**src/rtl/tone_sequencer.sv**
```systemverilog
// Programmable square-wave note sequencer: plays one of NUM_SEQ runtime-written
// sequences of {half-period, duration} entries, with loop, abort and inter-note gaps.
module tone_sequencer #(
    parameter int NUM_SEQ      = 8,
    parameter int SEQ_LEN      = 16,
    parameter int HP_W         = 18,
    parameter int DUR_W        = 8,
    parameter int TICK_CYCLES  = 1000000,
    parameter int GAP_TICKS    = 1,
    localparam int SEL_W       = $clog2(NUM_SEQ),
    localparam int IDX_W       = $clog2(SEQ_LEN)
) (
    input  logic             clk_i,
    input  logic             rst_ni,
    input  logic             start_i,
    input  logic [SEL_W-1:0] seq_sel_i,
    input  logic             loop_en_i,
    input  logic             abort_i,
    input  logic             wr_en_i,
    input  logic [SEL_W-1:0] wr_seq_i,
    input  logic [IDX_W-1:0] wr_idx_i,
    input  logic [HP_W-1:0]  wr_hp_i,
    input  logic [DUR_W-1:0] wr_dur_i,
    output logic             busy_o,
    output logic             done_o,
    output logic             audio_end_o,
    output logic [IDX_W-1:0] note_idx_o,
    output logic             pwm_pin_o,
    output logic             amp_pin_o
);
    localparam int               TC_W      = (TICK_CYCLES > 1) ? $clog2(TICK_CYCLES) : 1;
    localparam logic [TC_W-1:0]  TICK_LAST = TC_W'(TICK_CYCLES - 1);
    localparam logic [DUR_W-1:0] GAP_LAST  = (GAP_TICKS > 0) ? DUR_W'(GAP_TICKS - 1) : '0;
    localparam logic [IDX_W-1:0] IDX_LAST  = IDX_W'(SEQ_LEN - 1);

    typedef enum logic [2:0] {S_IDLE, S_LOAD, S_PLAY, S_GAP, S_DONE} state_e;

    state_e           state_q;
    logic [SEL_W-1:0] sel_q;
    logic             loop_q;
    logic [IDX_W-1:0] note_idx_q;
    logic [HP_W-1:0]  hp_q;
    logic [HP_W-1:0]  hp_cnt_q;
    logic [DUR_W-1:0] dur_q;
    logic [DUR_W-1:0] ticks_q;
    logic [TC_W-1:0]  presc_q;
    logic             busy_q;
    logic             done_q;
    logic             audio_end_q;
    logic             pwm_q;
    logic             amp_q;

    logic [HP_W+DUR_W-1:0] mem_q [NUM_SEQ][SEQ_LEN];
    logic [HP_W+DUR_W-1:0] rd_q;
    logic [SEL_W-1:0]      rd_sel_d;
    logic [IDX_W-1:0]      rd_idx_d;
    logic [IDX_W-1:0]      next_idx;
    logic [HP_W-1:0]       rd_hp;
    logic [DUR_W-1:0]      rd_dur;
    logic                  last_entry;
    logic                  tick_end;
    logic                  phase_end;

    assign rd_hp      = rd_q[HP_W+DUR_W-1:DUR_W];
    assign rd_dur     = rd_q[DUR_W-1:0];
    assign last_entry = (note_idx_q == IDX_LAST);
    assign next_idx   = last_entry ? '0 : note_idx_q + 1'b1;
    assign tick_end   = (presc_q == TICK_LAST);
    // One counter pair times both the note (dur ticks) and the gap (GAP_TICKS ticks).
    assign phase_end  = tick_end &&
                        (ticks_q == ((state_q == S_GAP) ? GAP_LAST : dur_q - 1'b1));

    // Address the entry LOAD will need one cycle ahead, to cover the read latency.
    // NOTE: every always_comb output is given a default first so no path can infer a latch.
    always_comb begin
        rd_sel_d = sel_q;
        rd_idx_d = next_idx;
        if (state_q == S_IDLE) begin
            rd_sel_d = seq_sel_i;
            rd_idx_d = '0;
        end else if (state_q == S_LOAD) begin
            rd_idx_d = '0;
        end
    end

    // NOTE: the sequence RAM is deliberately left out of reset; it is loaded through the write port before use.
    always_ff @(posedge clk_i) begin
        if (wr_en_i) begin
            mem_q[wr_seq_i][wr_idx_i] <= {wr_hp_i, wr_dur_i};
        end
        rd_q <= mem_q[rd_sel_d][rd_idx_d];
    end

    // NOTE: sequential state uses non-blocking assignments only; later assignments in this block override earlier ones.
    always_ff @(posedge clk_i or negedge rst_ni) begin
        if (!rst_ni) begin
            state_q     <= S_IDLE;
            sel_q       <= '0;
            loop_q      <= 1'b0;
            note_idx_q  <= '0;
            hp_q        <= '0;
            hp_cnt_q    <= '0;
            dur_q       <= '0;
            ticks_q     <= '0;
            presc_q     <= '0;
            busy_q      <= 1'b0;
            done_q      <= 1'b0;
            audio_end_q <= 1'b1;
            pwm_q       <= 1'b0;
            amp_q       <= 1'b0;
        end else begin
            done_q <= 1'b0;
            if (abort_i && busy_q) begin
                state_q     <= S_IDLE;
                busy_q      <= 1'b0;
                pwm_q       <= 1'b0;
                amp_q       <= 1'b0;
                audio_end_q <= 1'b1;
            end else begin
                case (state_q)
                    S_IDLE: begin
                        if (start_i) begin
                            state_q     <= S_LOAD;
                            sel_q       <= seq_sel_i;
                            loop_q      <= loop_en_i;
                            note_idx_q  <= '0;
                            audio_end_q <= 1'b0;
                            busy_q      <= 1'b1;
                        end
                    end
                    S_LOAD: begin
                        if (rd_dur == '0) begin
                            if (loop_q && note_idx_q != '0) begin
                                note_idx_q <= '0;
                            end else begin
                                state_q     <= S_DONE;
                                busy_q      <= 1'b0;
                                done_q      <= 1'b1;
                                audio_end_q <= 1'b1;
                            end
                        end else begin
                            state_q  <= S_PLAY;
                            hp_q     <= rd_hp;
                            dur_q    <= rd_dur;
                            presc_q  <= '0;
                            ticks_q  <= '0;
                            hp_cnt_q <= '0;
                            pwm_q    <= 1'b0;
                            amp_q    <= (rd_hp != '0);
                        end
                    end
                    S_PLAY, S_GAP: begin
                        presc_q <= tick_end ? '0 : presc_q + 1'b1;
                        if (tick_end) begin
                            ticks_q <= phase_end ? '0 : ticks_q + 1'b1;
                        end
                        if (state_q == S_PLAY && hp_q != '0) begin
                            if (hp_cnt_q == hp_q - 1'b1) begin
                                hp_cnt_q <= '0;
                                pwm_q    <= ~pwm_q;
                            end else begin
                                hp_cnt_q <= hp_cnt_q + 1'b1;
                            end
                        end
                        if (phase_end) begin
                            pwm_q <= 1'b0;
                            amp_q <= 1'b0;
                            if (state_q == S_PLAY && GAP_TICKS != 0) begin
                                state_q <= S_GAP;
                            end else if (!last_entry || loop_q) begin
                                note_idx_q <= next_idx;
                                state_q    <= S_LOAD;
                            end else begin
                                state_q     <= S_DONE;
                                busy_q      <= 1'b0;
                                done_q      <= 1'b1;
                                audio_end_q <= 1'b1;
                            end
                        end
                    end
                    S_DONE:  state_q <= S_IDLE;
                    default: state_q <= S_IDLE;
                endcase
            end
        end
    end

    assign busy_o      = busy_q;
    assign done_o      = done_q;
    assign audio_end_o = audio_end_q;
    assign note_idx_o  = note_idx_q;
    assign pwm_pin_o   = pwm_q;
    assign amp_pin_o   = amp_q;

endmodule

```
**config.mk**
```make
export PLATFORM = sky130hd
export DESIGN_NAME = tone_sequencer
export DESIGN_NICKNAME = d
export VERILOG_FILES = /design/src/rtl/tone_sequencer.sv
export SDC_FILE = /design/constraint.sdc
export NUM_CORES = 2
export LEC_CHECK = 0
export BUFFER_PORTS_ARGS = -buffer_cell sky130_fd_sc_hd__buf_2
export CORE_ASPECT_RATIO = 0.7
export CORE_MARGIN = 2
export CORE_UTILIZATION = 56
export DETAILED_ROUTE_END_ITERATION = 8
export PLACE_DENSITY = 0.72
export RECOVER_POWER = 50
export SLEW_MARGIN = 20
export SYNTH_ARGS = -nofsm -noshare
export SYNTH_HDL_FRONTEND = slang
export SYNTH_SLANG_ARGS = --single-unit
export TNS_END_PERCENT = 100
```
**constraint.sdc**
```tcl
create_clock -name clk_i -period 4.7 [get_ports clk_i]
set_input_delay 0.235 -clock clk_i [delete_from_list [all_inputs] [get_ports clk_i]]
set_output_delay 0.235 -clock clk_i [all_outputs]
set_load 0.01 [all_outputs]
```
==> Word-level counts from Yosys, hierarchy flattened <==
Memories as Yosys holds them, arrays and structs flattened.
Index checks and enable logic that the tools add are counted.
Widths: inputs -> output; s select.
{ "word_totals": {"memories": 1, "in_bits": 42, "ramBits": 3328, "reg_bits": 114} }
{ "classes": {"n_addsub": 6, "mux": 71, "n_eq_ne": 26, "reduce_logical": 27, "bitwise_logic": 5, "order_cmp": 3} }
{ "memory_table": {"columns": ["memory", "depth", "width", "read_ports", "rd_clocked_by_memory_dff", "write_ports", "line", "rtl"], "rows": [
  ["mem_q", 8, 416, 1, 0, 1, "53", "logic [HP_W+DUR_W-1:0] mem_q [NUM_SEQ][SEQ_LEN];"]
]} }
{ "op_table": {"columns": ["op", "count"], "rows": [
  ["$mux 416", 1],
  ["$bmux 26 s4", 1],
  ["$demux 26 s4", 1],
  ["$mux 26", 3],
  ["$mux 18", 3],
  ["$mux 20", 2],
  ["$pmux 20 s2", 1],
  ["$mux 4", 9],
  ["$pmux 18 s2", 1],
  ["$reduce_bool 18->1", 2],
  ["$mux 8", 4],
  ["$mux 1", 29],
  ["$mux 3", 8],
  ["$add 20x1->20 const B", 1],
  ["$eq 20x20->1 const B", 1],
  ["$add 18x1->18 const B", 1],
  ["$eq 18x18->1", 1],
  ["$sub 18x1->18 const B", 1],
  ["$pmux 8 s2", 1],
  ["$ne 3x3->1 const B", 5],
  ["$reduce_and 3->1", 5],
  ["$ne 2x2->1 const B", 7],
  ["$ne 4x4->1 const B", 3],
  ["$pmux 4 s3", 1],
  ["other kinds (29)", 46]
]} }

==> Logic depth before layout (Yosys ltp) <==
{ "logic_depth": {"depth_word": 8, "depth_mapped": 16, "mapped_depth_nobuf": 10} }

==> Worst setup path before layout <==
Ideal clock, no wire load.
{ "synth_timing": {"path_kind": "register to register", "from": "register state_q[1]", "to": "register rd_q[18]", "synth_period_minus_slack_ns": 3.251, "stages_incl_launch_ff": 10, "setup_time_ns": 0.134, "t_arrival_ns": 3.117, "n_path_buf": 3, "path_slack_ns": 1.449, "path_cell_list": "dfrtp_1 nor3_4 mux2i_4 buf_6 buf_6 buf_1 mux4_2 a22oi_1 a21oi_1 or4_1"} }
{ "synth_between": {"elab_chain_len": 7, "elab_cells_between_ends": 10, "classes_between": "eq/ne (1); mux (6); bitwise (1); reduce/logical (1); memory (1)"} }
{ "synth_rtl": {"columns": ["item", "line", "rtl"], "rows": [
  ["from (decl)", "38", "state_e state_q;"],
  ["from (signal assigned)", "97", "state_q <= S_IDLE;"],
  ["from (signal assigned)", "114", "state_q <= S_IDLE;"],
  ["from (signal assigned)", "123", "state_q <= S_LOAD;"],
  ["branches (longest 4 deep; another with $mem_v2 8x416)", null, null],
  ["$bmux 26 s4 (*)", "91", "rd_q <= mem_q[rd_sel_d][rd_idx_d];"],
  ["$mux 26 (implied by the code) (*) (2 in a row)", "91", null],
  ["to (signal assigned)", "91", null],
  ["to (decl)", "54", "logic [HP_W+DUR_W-1:0] rd_q;"]
]} }
Mark *: on every way between the ends. The select of a mux whose other input is x is not followed.
A chain may end at the register's enable or synchronous reset.

==> Worst setup path in the final report <==
{ "layout_timing": {"from": "register state_q[1]", "to": "register rd_q[9]"} }
The elaborated chain is that of the path after synthesis.

==> impl_metrics.env <==
export IMPL_grt_use_met2=0.433
export IMPL_wl_um=378000
export IMPL_seq_area_frac_synth=0.774
export IMPL_antenna_left=0
export IMPL_max_slew_margin_rel=-2.17
export IMPL_global_route_usage_met3=0.134
export IMPL_synth_largest_area_cell="sky130_fd_sc_hd__edfxtp_1"
export IMPL_final_min_period_over_clock_period=1.02
export IMPL_rsz0062_at_grt="false"
export IMPL_remaining_drc_errors=0
export IMPL_timing_max_transition_violations_final=2554
export IMPL_syn_cell_area_um2=133000
export IMPL_irDropWorstVdd_mv=0.481
export IMPL_design_area_um2=150000
export IMPL_clk_pin_slew_ns=0.06
export IMPL_count_of_yosys_warnings_during_synthesis=0
export IMPL_fin_worst_skew_ns=0.0836
export IMPL_die_width_um=586
export IMPL_dp_hpwl_um=230000
export IMPL_grt_overflow_total=0
export IMPL_final_min_clock_period_ns=4.78
export IMPL_top_usage_layer="met1"
export IMPL_worstSetupEndpointType="register"
export IMPL_detailedRoute_firstIterationViolations=12725
export IMPL_failed_checks="max-capacitance violations, max-slew violations, negative setup slack"
export IMPL_worst_path_max_fanout=23
export IMPL_core_um2=236000
export IMPL_fmax_mhz=209
export IMPL_largest_net_degree_at_the_start_of_global_routing=129
export IMPL_crit_chain="or4b_2, nand2_4, buf_12, buf_12, mux4_2, o211ai_1, nand4_1, or4_1"
export IMPL_run_status="complete, but fails checks"
export IMPL_final_setup_viol_count=2
export IMPL_std_cell_rows=149
export IMPL_clk_latency_ns=0.92
export IMPL_post_drt_wl_per_cell_um=35.2
export IMPL_placement_cell_area_um2=140000
export IMPL_numCtsBuffers=317
export IMPL_critical_path_buf_inv_count=2
export IMPL_gp_routability_congestion=0.938
export IMPL_hold_path_class="in2reg"
export IMPL_postSynthCellCount=6815
export IMPL_timing_critical_path_required_ns=5.43
export IMPL_multi_input_gate_area_in_the_final_layout_um2=28600
export IMPL_ys_ff_latch=3442
export IMPL_post_layout_nonfiller_instances=10743
export IMPL_grt_antenna_before_repair=36
export IMPL_dr_pass1_iters=8
export IMPL_syn_num_nets=6864
export IMPL_routed_via_count=73386
export IMPL_die_height_um=411
export IMPL_crit_start_category="register"
export IMPL_cts_htree_levels=5
export IMPL_start_util=0.563
export IMPL_total_leakage_power_uw=0.0480
export IMPL_cellPowerDensity_nw_per_um2=586
export IMPL_grt_usage=0.314
export IMPL_fillerInstances=15624
export IMPL_synth_edff_count=3328
export IMPL_numPortBuffers=50
export IMPL_synth_async_sr_flop_share=0.0256
export IMPL_crit_path_top_delay_cell="sky130_fd_sc_hd__or4b_2"
export IMPL_synthesis_area_per_instance_um2=19.5
export IMPL_grt_pass1_wl_um=529000
export IMPL_grtUsageMet1=0.461
export IMPL_drive_above_1_share=0.230
export IMPL_placedCellCount=10137
export IMPL_ctsLongestPathBuffers=4
export IMPL_postLayoutSetupSlackWorst_ns=-0.0804
export IMPL_tightestPinTransition_ns=4.76
export IMPL_synth_top_cells_by_area="sky130_fd_sc_hd__edfxtp_1 75%, sky130_fd_sc_hd__mux4_2 11%, sky130_fd_sc_hd__nand2_1 1.6%, sky130_fd_sc_hd__dfrtp_1 1.6%, sky130_fd_sc_hd__mux2i_1 1.3%"
export IMPL_tritoncts="done"
export IMPL_route_detailed_vias_per_inst=6.83
export IMPL_register_area_um2=103000
export IMPL_syn2layout_area_growth_pct=12.8
export IMPL_yosys_top_cell_area_share=0.753
export IMPL_final_util=0.635
export IMPL_critPathTopFamily="simple AND/OR/NAND/NOR gates"
export IMPL_clock_sink_count=3442
export IMPL_critical_path_max_stage_delay_ns=0.89
export IMPL_floorplan_io_pins=51
export IMPL_crit_arrival_ns=5.51
export IMPL_yosys_cell_types_count=85
export IMPL_crit_top_cell="sky130_fd_sc_hd__buf_12"
export IMPL_cts_root_buf="sky130_fd_sc_hd__clkbuf_16"
export IMPL_nNetsFinal=7362
export IMPL_grt_pass1_vias=69640
export IMPL_worst_setup_path_type="reg2reg"
export IMPL_postSynth_topFlopCell="sky130_fd_sc_hd__edfxtp_1"
export IMPL_maxCapViolCount=44
export IMPL_design_die_area_um2=241000
export IMPL_final_report_hold_violation_count=0
worst paths after layout:
check	slack (ns)	startpoint	cells after the start	to
min reg2reg	0.51	presc_q[4]$_DFFE_PN0P_	1	presc_q[4]$_DFFE_PN0P_
max in group asynchronous	2.67	rst_ni	2	state_q[2]$_DFFE_PN0P_
min in group asynchronous	0.56	rst_ni	2	hp_cnt_q[10]$_DFFE_PN0P_
max reg2reg	-0.08	state_q[1]$_DFFE_PN0P_	8	rd_q[9]$_DFF_P_
min	0.24	wr_seq_i[0]	4	mem_q[3][346]$_DFFE_PP_
max	-0.08	state_q[1]$_DFFE_PN0P_	8	rd_q[9]$_DFF_P_
Yosys cell counts (17+ instances only):
master,count
sky130_fd_sc_hd__a21boi_0,17
sky130_fd_sc_hd__dfxtp_1,26
sky130_fd_sc_hd__o2111ai_1,38
sky130_fd_sc_hd__a21oi_1,137
sky130_fd_sc_hd__xnor2_1,29
sky130_fd_sc_hd__a32oi_1,52
sky130_fd_sc_hd__edfxtp_1,3328
sky130_fd_sc_hd__nand2_1,583
sky130_fd_sc_hd__a22oi_1,161
sky130_fd_sc_hd__clkbuf_1,175
sky130_fd_sc_hd__buf_4,39
sky130_fd_sc_hd__nand4_1,74
sky130_fd_sc_hd__buf_2,116
sky130_fd_sc_hd__o211ai_1,38
sky130_fd_sc_hd__nand3_1,224
sky130_fd_sc_hd__buf_1,18
sky130_fd_sc_hd__o22ai_1,33
sky130_fd_sc_hd__nor3_1,28
sky130_fd_sc_hd__buf_6,27
sky130_fd_sc_hd__o21ai_0,84
sky130_fd_sc_hd__o221ai_1,43
sky130_fd_sc_hd__nor4_1,29
sky130_fd_sc_hd__inv_1,20
sky130_fd_sc_hd__nor2_1,284
sky130_fd_sc_hd__mux2i_1,168
sky130_fd_sc_hd__and3_1,26
sky130_fd_sc_hd__or4_1,55
sky130_fd_sc_hd__mux4_2,626
sky130_fd_sc_hd__mux2_2,32
sky130_fd_sc_hd__a31oi_1,24
sky130_fd_sc_hd__dfrtp_1,87
stage by stage:
step | setup TNS, ns | hold slack [ns] | power (uW) | setup WS, ns
after detailed placement | 0 | 0.496 | 62400 | 0.0224
after global routing | 0 | 0.256 | 90000 | 0.0317
after floorplan | 0 | -0.0606 | 51400 | 1.45
after CTS | 0 | 0.000956 | 86900 | 0.0394
final | -0.0993 | 0.237 | 87600 | -0.0804
after global placement | -0.0821 | 0.487 | 62000 | -0.0821
final cells by class:
cell class	instances	share of cell area
repair buffers	555	0.0312
clock inverters	169	0.00909
clock buffers	398	0.0558
flip-flops and latches	3442	0.686
diodes	11	0.000184
multi-input cells	2977	0.191
well taps	3171	0.0265
inverters	20	0.000502
cell usage in the layout (no fill, tap or decap), types with 22 or more instances in the layout:
master / instances
sky130_fd_sc_hd__edfxtp_1: 3328
sky130_fd_sc_hd__mux4_2: 626
sky130_fd_sc_hd__nand2_1: 581
sky130_fd_sc_hd__buf_4: 387
sky130_fd_sc_hd__clkbuf_16: 323
sky130_fd_sc_hd__nand3_1: 220
sky130_fd_sc_hd__mux2i_1: 168
sky130_fd_sc_hd__nor2_1: 162
sky130_fd_sc_hd__a22oi_1: 161
sky130_fd_sc_hd__a21oi_1: 134
sky130_fd_sc_hd__clkbuf_1: 123
sky130_fd_sc_hd__nor2_2: 102
sky130_fd_sc_hd__dfrtp_1: 86
sky130_fd_sc_hd__o21ai_0: 82
sky130_fd_sc_hd__nand4_1: 74
sky130_fd_sc_hd__clkinv_1: 67
sky130_fd_sc_hd__clkinv_2: 58
sky130_fd_sc_hd__or4_1: 55
sky130_fd_sc_hd__buf_12: 53
sky130_fd_sc_hd__a32oi_1: 52
sky130_fd_sc_hd__o221ai_1: 43
sky130_fd_sc_hd__o211ai_1: 38
sky130_fd_sc_hd__o2111ai_1: 37
sky130_fd_sc_hd__o22ai_1: 33
sky130_fd_sc_hd__mux2_2: 31
sky130_fd_sc_hd__xnor2_1: 29
sky130_fd_sc_hd__nor3_1: 27
sky130_fd_sc_hd__nor4_1: 27
sky130_fd_sc_hd__and3_1: 26
sky130_fd_sc_hd__dfxtp_1: 26
sky130_fd_sc_hd__a31oi_1: 24
sky130_fd_sc_hd__clkbuf_2: 23
sky130_fd_sc_hd__nor2_4: 22
power by group:
| group | leakage, uW | switching [uW] | total (uW) | internal, uW |
|---|---|---|---|---|
| logic | 0.0120 | 16900 | 27700 | 10800 |
| clock network | 0.00477 | 11200 | 24800 | 13600 |
| registers | 0.0313 | 934 | 35100 | 34200 |
logic make-up after synthesis:
family | Yosys count | share of synthesized area
flops | 3442 | 0.774
simple gates | 1375 | 0.0473
mux | 827 | 0.122
compound gates | 723 | 0.0385
buf+inv | 396 | 0.0149
xor+xnor | 45 | 0.00297
fa+ha+maj | 7 | 0.000660
state kept, by name, summed over array words and instances, names as in the netlist:
name / cells
done_o: 1
note_idx_o: 4
sel_q: 3
pwm_pin_o: 1
mem_q: 3328
busy_o: 1
dur_q: 8
ticks_q: 8
audio_end_o: 1
presc_q: 20
amp_pin_o: 1
loop_q: 1
state_q: 3
hp_cnt_q: 18
hp_q: 18
rd_q: 26
tightest hold or removal path: stages:
cell and delay [ns]:
sky130_fd_sc_hd__buf_2 0.15, sky130_fd_sc_hd__nand3b_1 0.18, sky130_fd_sc_hd__nor2_2 0.05, sky130_fd_sc_hd__buf_4 0.26
per-layer routing:
layer / vias up / wire length, um
li1: 28962 / -
met1: 37830 / 138000
met2: 5828 / 160000
met3: 736 / 67800
met4: 30 / 12000
met5: - / 189
timing repair:
item,in CTS,in global routing
pin swaps,3,5
buffers inserted,0,5
setup endpoints to repair,1,4
hold buffers,17,0
gates resized for setup,0,4
gates cloned,0,1
hold endpoints to repair,271,0
Note: power is estimated with default switching activity, not from simulation.
